### src/rtl/calc_pkg.sv
// Shared calculator definitions: ALU opcode encoding (same order as the ALU
// result mux) and the sequencer state encoding.
package calc_pkg;

  localparam logic [1:0] OP_ADD = 2'b00;
  localparam logic [1:0] OP_SUB = 2'b01;
  localparam logic [1:0] OP_MUL = 2'b10;
  localparam logic [1:0] OP_DIV = 2'b11;

  typedef enum logic [1:0] {
    ST_IDLE  = 2'b00,
    ST_ISSUE = 2'b01,
    ST_WAIT  = 2'b10,
    ST_DONE  = 2'b11
  } seq_state_e;

  // A division whose divisor is zero is answered locally and never reaches the ALU.
  function automatic logic is_div_by_zero(input logic [1:0] op, input logic divisor_zero);
    return (op == OP_DIV) && divisor_zero;
  endfunction

endpackage

### src/rtl/calc_timeout_ctr.sv
// Bounded cycle counter guarding the ALU wait; flags terminal count TIMEOUT-1
// and saturates there until cleared.
module calc_timeout_ctr #(
  parameter int TIMEOUT = 64
) (
  input  logic clk,
  input  logic rst,
  input  logic clr,
  input  logic en,
  output logic tc
);

  localparam int W = $clog2(TIMEOUT);
  localparam logic [W-1:0] TC_VAL = W'(TIMEOUT - 1);
  localparam logic [W-1:0] ONE    = W'(1);

  logic [W-1:0] count_r;

  // Count enabled cycles, saturating at the terminal value.
  always_ff @(posedge clk or negedge rst) begin
    if (!rst) begin
      count_r <= {W{1'b0}};
    end else if (clr) begin
      count_r <= {W{1'b0}};
    end else if (en && (count_r != TC_VAL)) begin
      count_r <= count_r + ONE;
    end else begin
      count_r <= count_r;
    end
  end

  assign tc = (count_r == TC_VAL);

endmodule

### src/rtl/alu_sequencer.sv
// Single-transaction controller in front of the ALU: latches one request, drives
// the ALU until valid (or timeout), then holds the widened result for the consumer.
module alu_sequencer
  import calc_pkg::*;
#(
  parameter int inSize  = 4,
  parameter int TIMEOUT = 64
) (
  input  logic                  clk,
  input  logic                  rst,
  input  logic                  in_valid,
  output logic                  in_ready,
  input  logic [1:0]            in_op,
  input  logic [inSize-1:0]     in_a,
  input  logic [inSize-1:0]     in_b,
  output logic                  alu_en,
  output logic [1:0]            alu_op,
  output logic [inSize-1:0]     alu_a,
  output logic [inSize-1:0]     alu_b,
  input  logic [2*inSize-1:0]   alu_result,
  input  logic                  alu_valid,
  output logic                  out_valid,
  input  logic                  out_ready,
  output logic [2*inSize-1:0]   out_result,
  output logic                  out_err,
  output logic                  busy
);

  localparam int RW = 2 * inSize;

  seq_state_e          state_r;
  seq_state_e          state_s;
  logic [1:0]          op_r;
  logic [inSize-1:0]   a_r;
  logic [inSize-1:0]   b_r;
  logic [RW-1:0]       result_r;
  logic [RW-1:0]       result_s;
  logic                err_r;
  logic                err_s;
  logic                in_ready_r;
  logic                alu_en_r;
  logic                out_valid_r;
  logic                busy_r;
  logic                accept_s;
  logic                div0_s;
  logic                tmr_clr_s;
  logic                tmr_en_s;
  logic                tmr_tc_s;

  assign accept_s = (state_r == ST_IDLE) && in_valid;
  assign div0_s   = is_div_by_zero(in_op, (in_b == {inSize{1'b0}}));

  // Timer sits at zero outside a transaction and runs through ISSUE and WAIT,
  // so terminal count lands on the TIMEOUT-th cycle of ALU enable.
  assign tmr_clr_s = (state_r == ST_IDLE) || (state_r == ST_DONE);
  assign tmr_en_s  = (state_r == ST_ISSUE) || (state_r == ST_WAIT);

  calc_timeout_ctr #(
    .TIMEOUT (TIMEOUT)
  ) u_timeout (
    .clk (clk),
    .rst (rst),
    .clr (tmr_clr_s),
    .en  (tmr_en_s),
    .tc  (tmr_tc_s)
  );

  // Next-state and next-result decode.
  always_comb begin
    state_s  = state_r;
    result_s = result_r;
    err_s    = err_r;
    case (state_r)
      ST_IDLE: begin
        if (accept_s) begin
          if (div0_s) begin
            state_s  = ST_DONE;
            result_s = {RW{1'b1}};
            err_s    = 1'b1;
          end else begin
            state_s = ST_ISSUE;
          end
        end else begin
          state_s = ST_IDLE;
        end
      end
      ST_ISSUE: begin
        state_s = ST_WAIT;
      end
      ST_WAIT: begin
        // A valid result on the terminal cycle still counts as a good result.
        if (alu_valid) begin
          state_s  = ST_DONE;
          result_s = alu_result;
          err_s    = 1'b0;
        end else if (tmr_tc_s) begin
          state_s  = ST_DONE;
          result_s = {RW{1'b0}};
          err_s    = 1'b1;
        end else begin
          state_s = ST_WAIT;
        end
      end
      ST_DONE: begin
        if (out_ready) begin
          state_s = ST_IDLE;
        end else begin
          state_s = ST_DONE;
        end
      end
      default: begin
        state_s = ST_IDLE;
      end
    endcase
  end

  // State, result and status flags, all registered from the next state.
  always_ff @(posedge clk or negedge rst) begin
    if (!rst) begin
      state_r     <= ST_IDLE;
      result_r    <= {RW{1'b0}};
      err_r       <= 1'b0;
      in_ready_r  <= 1'b1;
      alu_en_r    <= 1'b0;
      out_valid_r <= 1'b0;
      busy_r      <= 1'b0;
    end else begin
      state_r     <= state_s;
      result_r    <= result_s;
      err_r       <= err_s;
      in_ready_r  <= (state_s == ST_IDLE);
      alu_en_r    <= (state_s == ST_ISSUE) || (state_s == ST_WAIT);
      out_valid_r <= (state_s == ST_DONE);
      busy_r      <= (state_s != ST_IDLE);
    end
  end

  // Request latch; operands stay constant for the whole transaction.
  always_ff @(posedge clk or negedge rst) begin
    if (!rst) begin
      op_r <= 2'b00;
      a_r  <= {inSize{1'b0}};
      b_r  <= {inSize{1'b0}};
    end else if (accept_s) begin
      op_r <= in_op;
      a_r  <= in_a;
      b_r  <= in_b;
    end else begin
      op_r <= op_r;
      a_r  <= a_r;
      b_r  <= b_r;
    end
  end

  assign in_ready   = in_ready_r;
  assign alu_en     = alu_en_r;
  assign alu_op     = op_r;
  assign alu_a      = a_r;
  assign alu_b      = b_r;
  assign out_valid  = out_valid_r;
  assign out_result = result_r;
  assign out_err    = err_r;
  assign busy       = busy_r;

endmodule
### config.mk
export PLATFORM = sky130hd
export DESIGN_NAME = alu_sequencer
export DESIGN_NICKNAME = d
export VERILOG_FILES = /design/src/rtl/calc_pkg.sv /design/src/rtl/calc_timeout_ctr.sv /design/src/rtl/alu_sequencer.sv
export SDC_FILE = /design/constraint.sdc
export NUM_CORES = 1
export LEC_CHECK = 0
export CAP_MARGIN = 5
export CORE_MARGIN = 2
export CORE_UTILIZATION = 25
export DETAILED_ROUTE_END_ITERATION = 10
export PLACE_DENSITY = 0.47
export SLEW_MARGIN = 20
export SYNTH_ARGS = -nofsm -noshare
export SYNTH_HDL_FRONTEND = slang
export SYNTH_SLANG_ARGS = --single-unit
### constraint.sdc
create_clock -name clk -period 2.11 [get_ports clk]
set_input_delay 0.422 -clock clk [delete_from_list [all_inputs] [get_ports clk]]
set_output_delay 0.422 -clock clk [all_outputs]
set_load 0.02 [all_outputs]
==> run_results.csv, run 1 <==
group,metric,value,unit
drt,viasPerCell,4.44,
sta,slew_headroom,72.8,%
pwr,ir_worst_vdd,456,uV
drt,drtAntennaViolNets,0,
sta,finalHoldViolations,0,
sta,finalMaxSlewViolations,0,
yosys,synth_compound_area_share,13.6,%
drt,routed_wl,3240,um
sta,fmax,0.556,GHz
yosys,synth_cells,111,
finish,fin_nets,196,
die,rows,27,
yosys,ys_seq_elements,31,
status,status,"finished clean",
flow_run,maxCapViolations,0,
clock_tree,cts_repair_resize_count,0,
placed_design,port_buffers,45,
clock_tree,root_buffer,"clkbuf_8",
clock_tree,postCtsSetupBuffers,0,
placed_design,place_inst,229,
yosys,synthDistinctLibCells,31,
grt,antenna_found_initial,0,
grt,grt_max_degree,32,
setup_path,r2r_slack,0.36,ns
placed_design,dp_hpwl,2380,um
worst_hold_path,hp-start,"alu_a[3]",
finish,fillers,569,
grt,grt_pass1_wl,5330,um
setup_path,r2r-end,"alu_en",
sta,fin_hold_ws,0.507,ns
yosys,yosys_warnings,0,
placed_design,place.gp.congestion,0.742,
worst_hold_path,hp-class,"flop to flop",
clock_tree,insertion_delay,0.27,ns
setup_path,crit_path_end_kind,"output port",
drt,drt-initial-drc-count,34,
setup_path,worstSetupPathType,"flop to output port",
yosys,syn_area,1420,um^2
finish,multi_input_area,608,um^2
drt,num_vias,1052,
pwr,powerDensity,1460,nW/um^2
drt,drcViolationCount,0,
die,num_io_pins,46,
yosys,synth-simple-area-share,12.2,%
grt,overflow,0,
sta,fin_skew,0.00419,ns
setup_path,crit_buf_inv,1,
pwr,p_leak,0.875,nW
finish,final_core_util,37.8,%
setup_path,r2r-start,"state_r[0]",
setup_path,startpoint,"in_ready",
die,dieHeight,79.3,um
grt,grt_pass1_vias,1069,
worst_hold_path,whs_path_depth,1,
sta,worstMarginPinSlew,0.408,ns
die,initial_core_util,25.9,%
yosys,synth_fp_nets,143,
clock_tree,clkTransAtPathRegs,0.06,ns
die,die_w,79.3,um
setup_path,r2r_cells,6,
clock_tree,cts_tree,"yes",
clock_tree,cts_max_path_buffers,2,
setup_path,crit_fanout,1,
yosys,synth_fa_ha_area_share,7.95,%
clock_tree,cts-hold-fix-buffers,0,
pwr,total_power,3.02,mW
yosys,post_synth.cell_area_avg,12.8,um^2
finish,finalNonFillerCells,237,
sta,setup_tns,0,ns
die,die-area,6280,um^2
worst_hold_path,hold_end,"alu_a[3]",
setup_path,slowest_delay,0.59,ns
drt,firstDrtPassIters,4,
clock_tree,h-tree-depth,2,
finish,seq_area,777,um^2
finish,antenna_cells,0,
grt,grtUsageTotal,11.2,%
yosys,synth.area.mux_share,7.95,%
setup_path,path_delay_family,"buffers and inverters",
setup_path,critical_path.cell_chain,"clkdlybuf4s50_1",
yosys,synth_top_family_by_area,"compound AO/OA/AOI/OAI gates",
yosys,synth-xor-area-share,1.24,%
setup_path,arrival,1.38,ns
die,core-area,5470,um^2
setup_path,slowest_stage,"clkdlybuf4s50_1",
yosys,yosysSeqAreaShare,54.9,%
sta,fin_crit_sh,85.2,%
sta,min_period,1.80,ns
sta,finalSetupViolations,0,
clock_tree,cts_sinks,31,
clock_tree,cts_buffers,5,
setup_path,required,1.69,ns
finish,drive_above_1_share,18.2,%
finish,syn_to_final_growth,46.2,%
drt,wl_per_cell,13.7,um
sta,rsz0062_at_grt,"no",
setup_path,start_kind,"flop",
-- sequential cells by signal, indices dropped and copies added, names as in the netlist --
| register | flops |
|---|---|
| out_result | 8 |
| u_timeout.count_r | 6 |
| alu_a | 4 |
| alu_b | 4 |
| alu_op | 2 |
| state_r | 2 |
| alu_en | 1 |
| busy | 1 |
| in_ready | 1 |
| out_err | 1 |
| out_valid | 1 |
-- cell families (layout without fill, tap and decap cells) --
| kind of cell | Yosys count | after routing |
|---|---|---|
| flops | 31 | 31 |
| simple gates | 29 | 29 |
| compound gates | 22 | 22 |
| mux | 10 | 10 |
| fa+ha+maj | 9 | 9 |
| buf+inv | 8 | 62 |
| xor+xnor | 2 | 2 |
-- report_power, final --
part	switching, mW	internal [mW]
Sequential	0.143	0.867
Clock	0.203	0.297
Combinational	0.733	0.773
Total	1.08	1.94
-- cell type report --
cell class / instances / share of cell area [%]
Clock buffer: 8 / 4.83
Sequential cell: 31 / 37.5
Inverter: 6 / 1.09
Timing Repair Buffer: 48 / 22.8
Tap cell: 72 / 4.35
Multi-Input combinational cell: 72 / 29.4
-- per-layer routing --
metal	GRT usage (%)	share of wire [%]	vias up
li1	-	-	497
met5	0	0	-
met4	4.66	1.9	0
met3	3.64	5.0	7
met2	17.5	49	27
met1	14.2	44	521
-- synth_stat cells --
cell,count,area (um^2)
a2bb2oi_4,1,26.3
a21boi_0,1,7.51
nand4_2,1,12.5
clkbuf_1,1,3.75
inv_1,6,22.5
nor2_4,2,22.5
nand2_1,14,52.6
o22a_2,1,10.0
xnor2_1,2,17.5
a21o_1,1,7.51
nor2b_1,1,6.26
nand3_1,2,10.0
and2_1,1,6.26
a31oi_1,3,18.8
dfrtp_1,30,751
o21a_1,2,15.0
o21bai_1,1,7.51
dfstp_2,1,26.3
nor4_1,1,6.26
nand2b_1,1,6.26
mux2_2,10,113
a2bb2oi_1,8,70.1
and4bb_2,2,25.0
o21ai_0,2,10.0
buf_2,1,5.00
ha_1,9,113
nor2_1,2,7.51
nand3_2,1,10.0
a22o_1,1,8.76
nor3b_1,1,7.51
o311a_2,1,11.3
-- placed cells by master (no fill, tap or decap), drive strengths merged, types with 2 or more instances in the layout --
master / count
o21a: 2
nand3: 3
a31oi: 3
o21ai: 2
and4bb: 2
xnor2: 2
a2bb2oi: 9
nand2: 14
clkdlybuf4s50: 45
clkbuf: 8
ha: 9
dfrtp: 30
nor2: 4
buf: 3
inv: 6
mux2: 10
-- metrics by stage --
stage | worst slack (ns) | instance area (um^2)
after floorplan | 0.522 | 1420
after global placement | 0.169 | 1970
after detailed placement | 0.142 | 1970
after CTS | 0.287 | 2070
after global routing | 0.270 | 2070
final | 0.311 | 2070
-- how the worst max path moves through the flow --
stage                     endpoint  cells past startpoint  slack [ns]
after floorplan             alu_en                      6        0.52
after global placement      alu_en                      5        0.17
after detailed placement    alu_en                      5        0.14
after CTS                 in_ready                      1        0.29
after global routing      in_ready                      1        0.27
final                     in_ready                      1        0.31
(Power assumes the default switching activity.)
==> run 2, diff against run 1 <==
==> constraint.sdc (replaced) <==
create_clock -name clk -period 1.8 [get_ports clk]
set_input_delay 0.36 -clock clk [delete_from_list [all_inputs] [get_ports clk]]
set_output_delay 0.36 -clock clk [all_outputs]
set_load 0.02 [all_outputs]
==> run_results.csv, run 2 (synthesis gave the netlist of run 1 again) <==
group,metric,value,unit
status,status,"finished clean",
clock_tree,postCtsSetupBuffers,0,
drt,num_vias,1044,
clock_tree,clkTransAtPathRegs,0.06,ns
setup_path,start_kind,"flop",
drt,wl_per_cell,13.4,um
clock_tree,cts_sinks,31,
sta,fin_skew,0.00378,ns
grt,grtUsageTotal,11.4,%
die,core-area,5470,um^2
setup_path,arrival,1.38,ns
placed_design,place.gp.congestion,0.762,
sta,fmax,0.575,GHz
sta,finalHoldViolations,0,
setup_path,crit_buf_inv,1,
grt,grt_pass1_wl,5420,um
sta,fin_crit_sh,96.7,%
setup_path,crit_path_end_kind,"output port",
finish,finalNonFillerCells,238,
finish,final_cell_mix,"45 x clkdlybuf4s50_1, 30 x dfrtp_1, 14 x nand2_1, 10 x mux2_2",
sta,rsz0062_at_grt,"no",
setup_path,cp.depth,1,
finish,syn_to_final_growth,47.6,%
die,die-area,6280,um^2
die,num_io_pins,46,
grt,grt_pass1_vias,1083,
clock_tree,cts_max_path_buffers,2,
grt,overflow,0,
drt,drt-initial-drc-count,42,
clock_tree,cts_buffers,5,
setup_path,path_delay_family,"buffers and inverters",
clock_tree,insertion_delay,0.28,ns
pwr,powerDensity,1710,nW/um^2
sta,setup_tns,0,ns
pwr,p_leak,0.879,nW
setup_path,slowest_stage,"clkdlybuf4s50_1",
sta,slew_headroom,73.3,%
sta,finalMaxSlewViolations,0,
finish,fin_nets,197,
placed_design,place_inst,230,
clock_tree,cts_tree,"yes",
finish,antenna_cells,0,
drt,drtAntennaViolNets,0,
flow_run,maxCapViolations,0,
setup_path,crit_fanout,1,
setup_path,slowest_delay,0.59,ns
drt,viasPerCell,4.39,
die,initial_core_util,25.9,%
placed_design,port_buffers,45,
drt,routed_wl,3190,um
setup_path,worstSetupPathType,"flop to output port",
finish,fin_area,2090,um^2
sta,fin_hold_ws,0.469,ns
grt,antenna_found_initial,0,
setup_path,required,1.44,ns
finish,final_common_cell,"clkdlybuf4s50_1",
die,rows,27,
sta,worstMarginPinSlew,0.400,ns
setup_path,startpoint,"in_ready",
setup_path,r2r-start,"state_r[0]",
placed_design,dpl-instance-area,1980,um^2
clock_tree,root_buffer,"clkbuf_8",
clock_tree,cts_repair_resize_count,0,
pwr,total_power,3.57,mW
setup_path,critical_path.cell_chain,"clkdlybuf4s50_1",
sta,finalSetupViolations,0,
die,die_w,79.3,um
worst_hold_path,hp-class,"input port to asynchronous set/reset pin",
drt,firstDrtPassIters,4,
finish,largest_register_ffs,8,
clock_tree,cts-hold-fix-buffers,0,
placed_design,dp_hpwl,2370,um
finish,drive_above_1_share,19.3,%
sta,min_period,1.74,ns
drt,drcViolationCount,0,
clock_tree,h-tree-depth,2,
setup_path,r2r_cells,6,
grt,grt_max_degree,32,
die,dieHeight,79.3,um
pwr,ir_worst_vdd,562,uV
==> run 2: changes by cell type in the layout (fill, tap and decap cells not counted), sizes merged <==
| cell | delta |
|---|---|
| buf | +1 |
==> run 2: worst paths after layout <==
| path | end | slack [ns] |
|---|---|---|
| max | in_ready | 0.06 |
| min reg2reg | alu_a[0] | 0.50 |
| min | u_timeout.count_r[4] | 0.47 |
| max reg2reg | alu_en | 0.14 |
| max in group asynchronous | in_ready | 0.99 |
| min in group clk | alu_a[0] | 0.50 |
==> run 2: cell type report <==
cell class	count	area (um^2)
inverter	6	22.5
timing repair buffer	49	480
multi-input combinational	72	621
sequential	31	777
tap	72	90.1
clock buffer	8	100
fill	540	3380
==> run 2: power breakdown <==
group	leakage [nW]	internal (mW)	switching, mW
Combinational	0.460	0.928	0.861
Clock	0.0515	0.349	0.251
Sequential	0.368	1.02	0.170
==> run 2: metal layers <==
layer  track usage (%)  routed length (um)  vias to the layer above
li1                  -                   -                      498
met1              14.4                1420                      507
met2              17.5                1520                       30
met3              3.30                 167                        9
met4              6.21                  87                        0
met5                 0                   0                        -
==> run 2: through the flow <==
stage	util, %	worst slack (ns)
2_1_floorplan	-	0.212
3_3_place_gp	36.1	-0.0840
3_5_place_dp	36.1	-0.112
4_1_cts	38.0	0.0366
5_1_grt	38.2	0.0237
6_report	38.2	0.0596
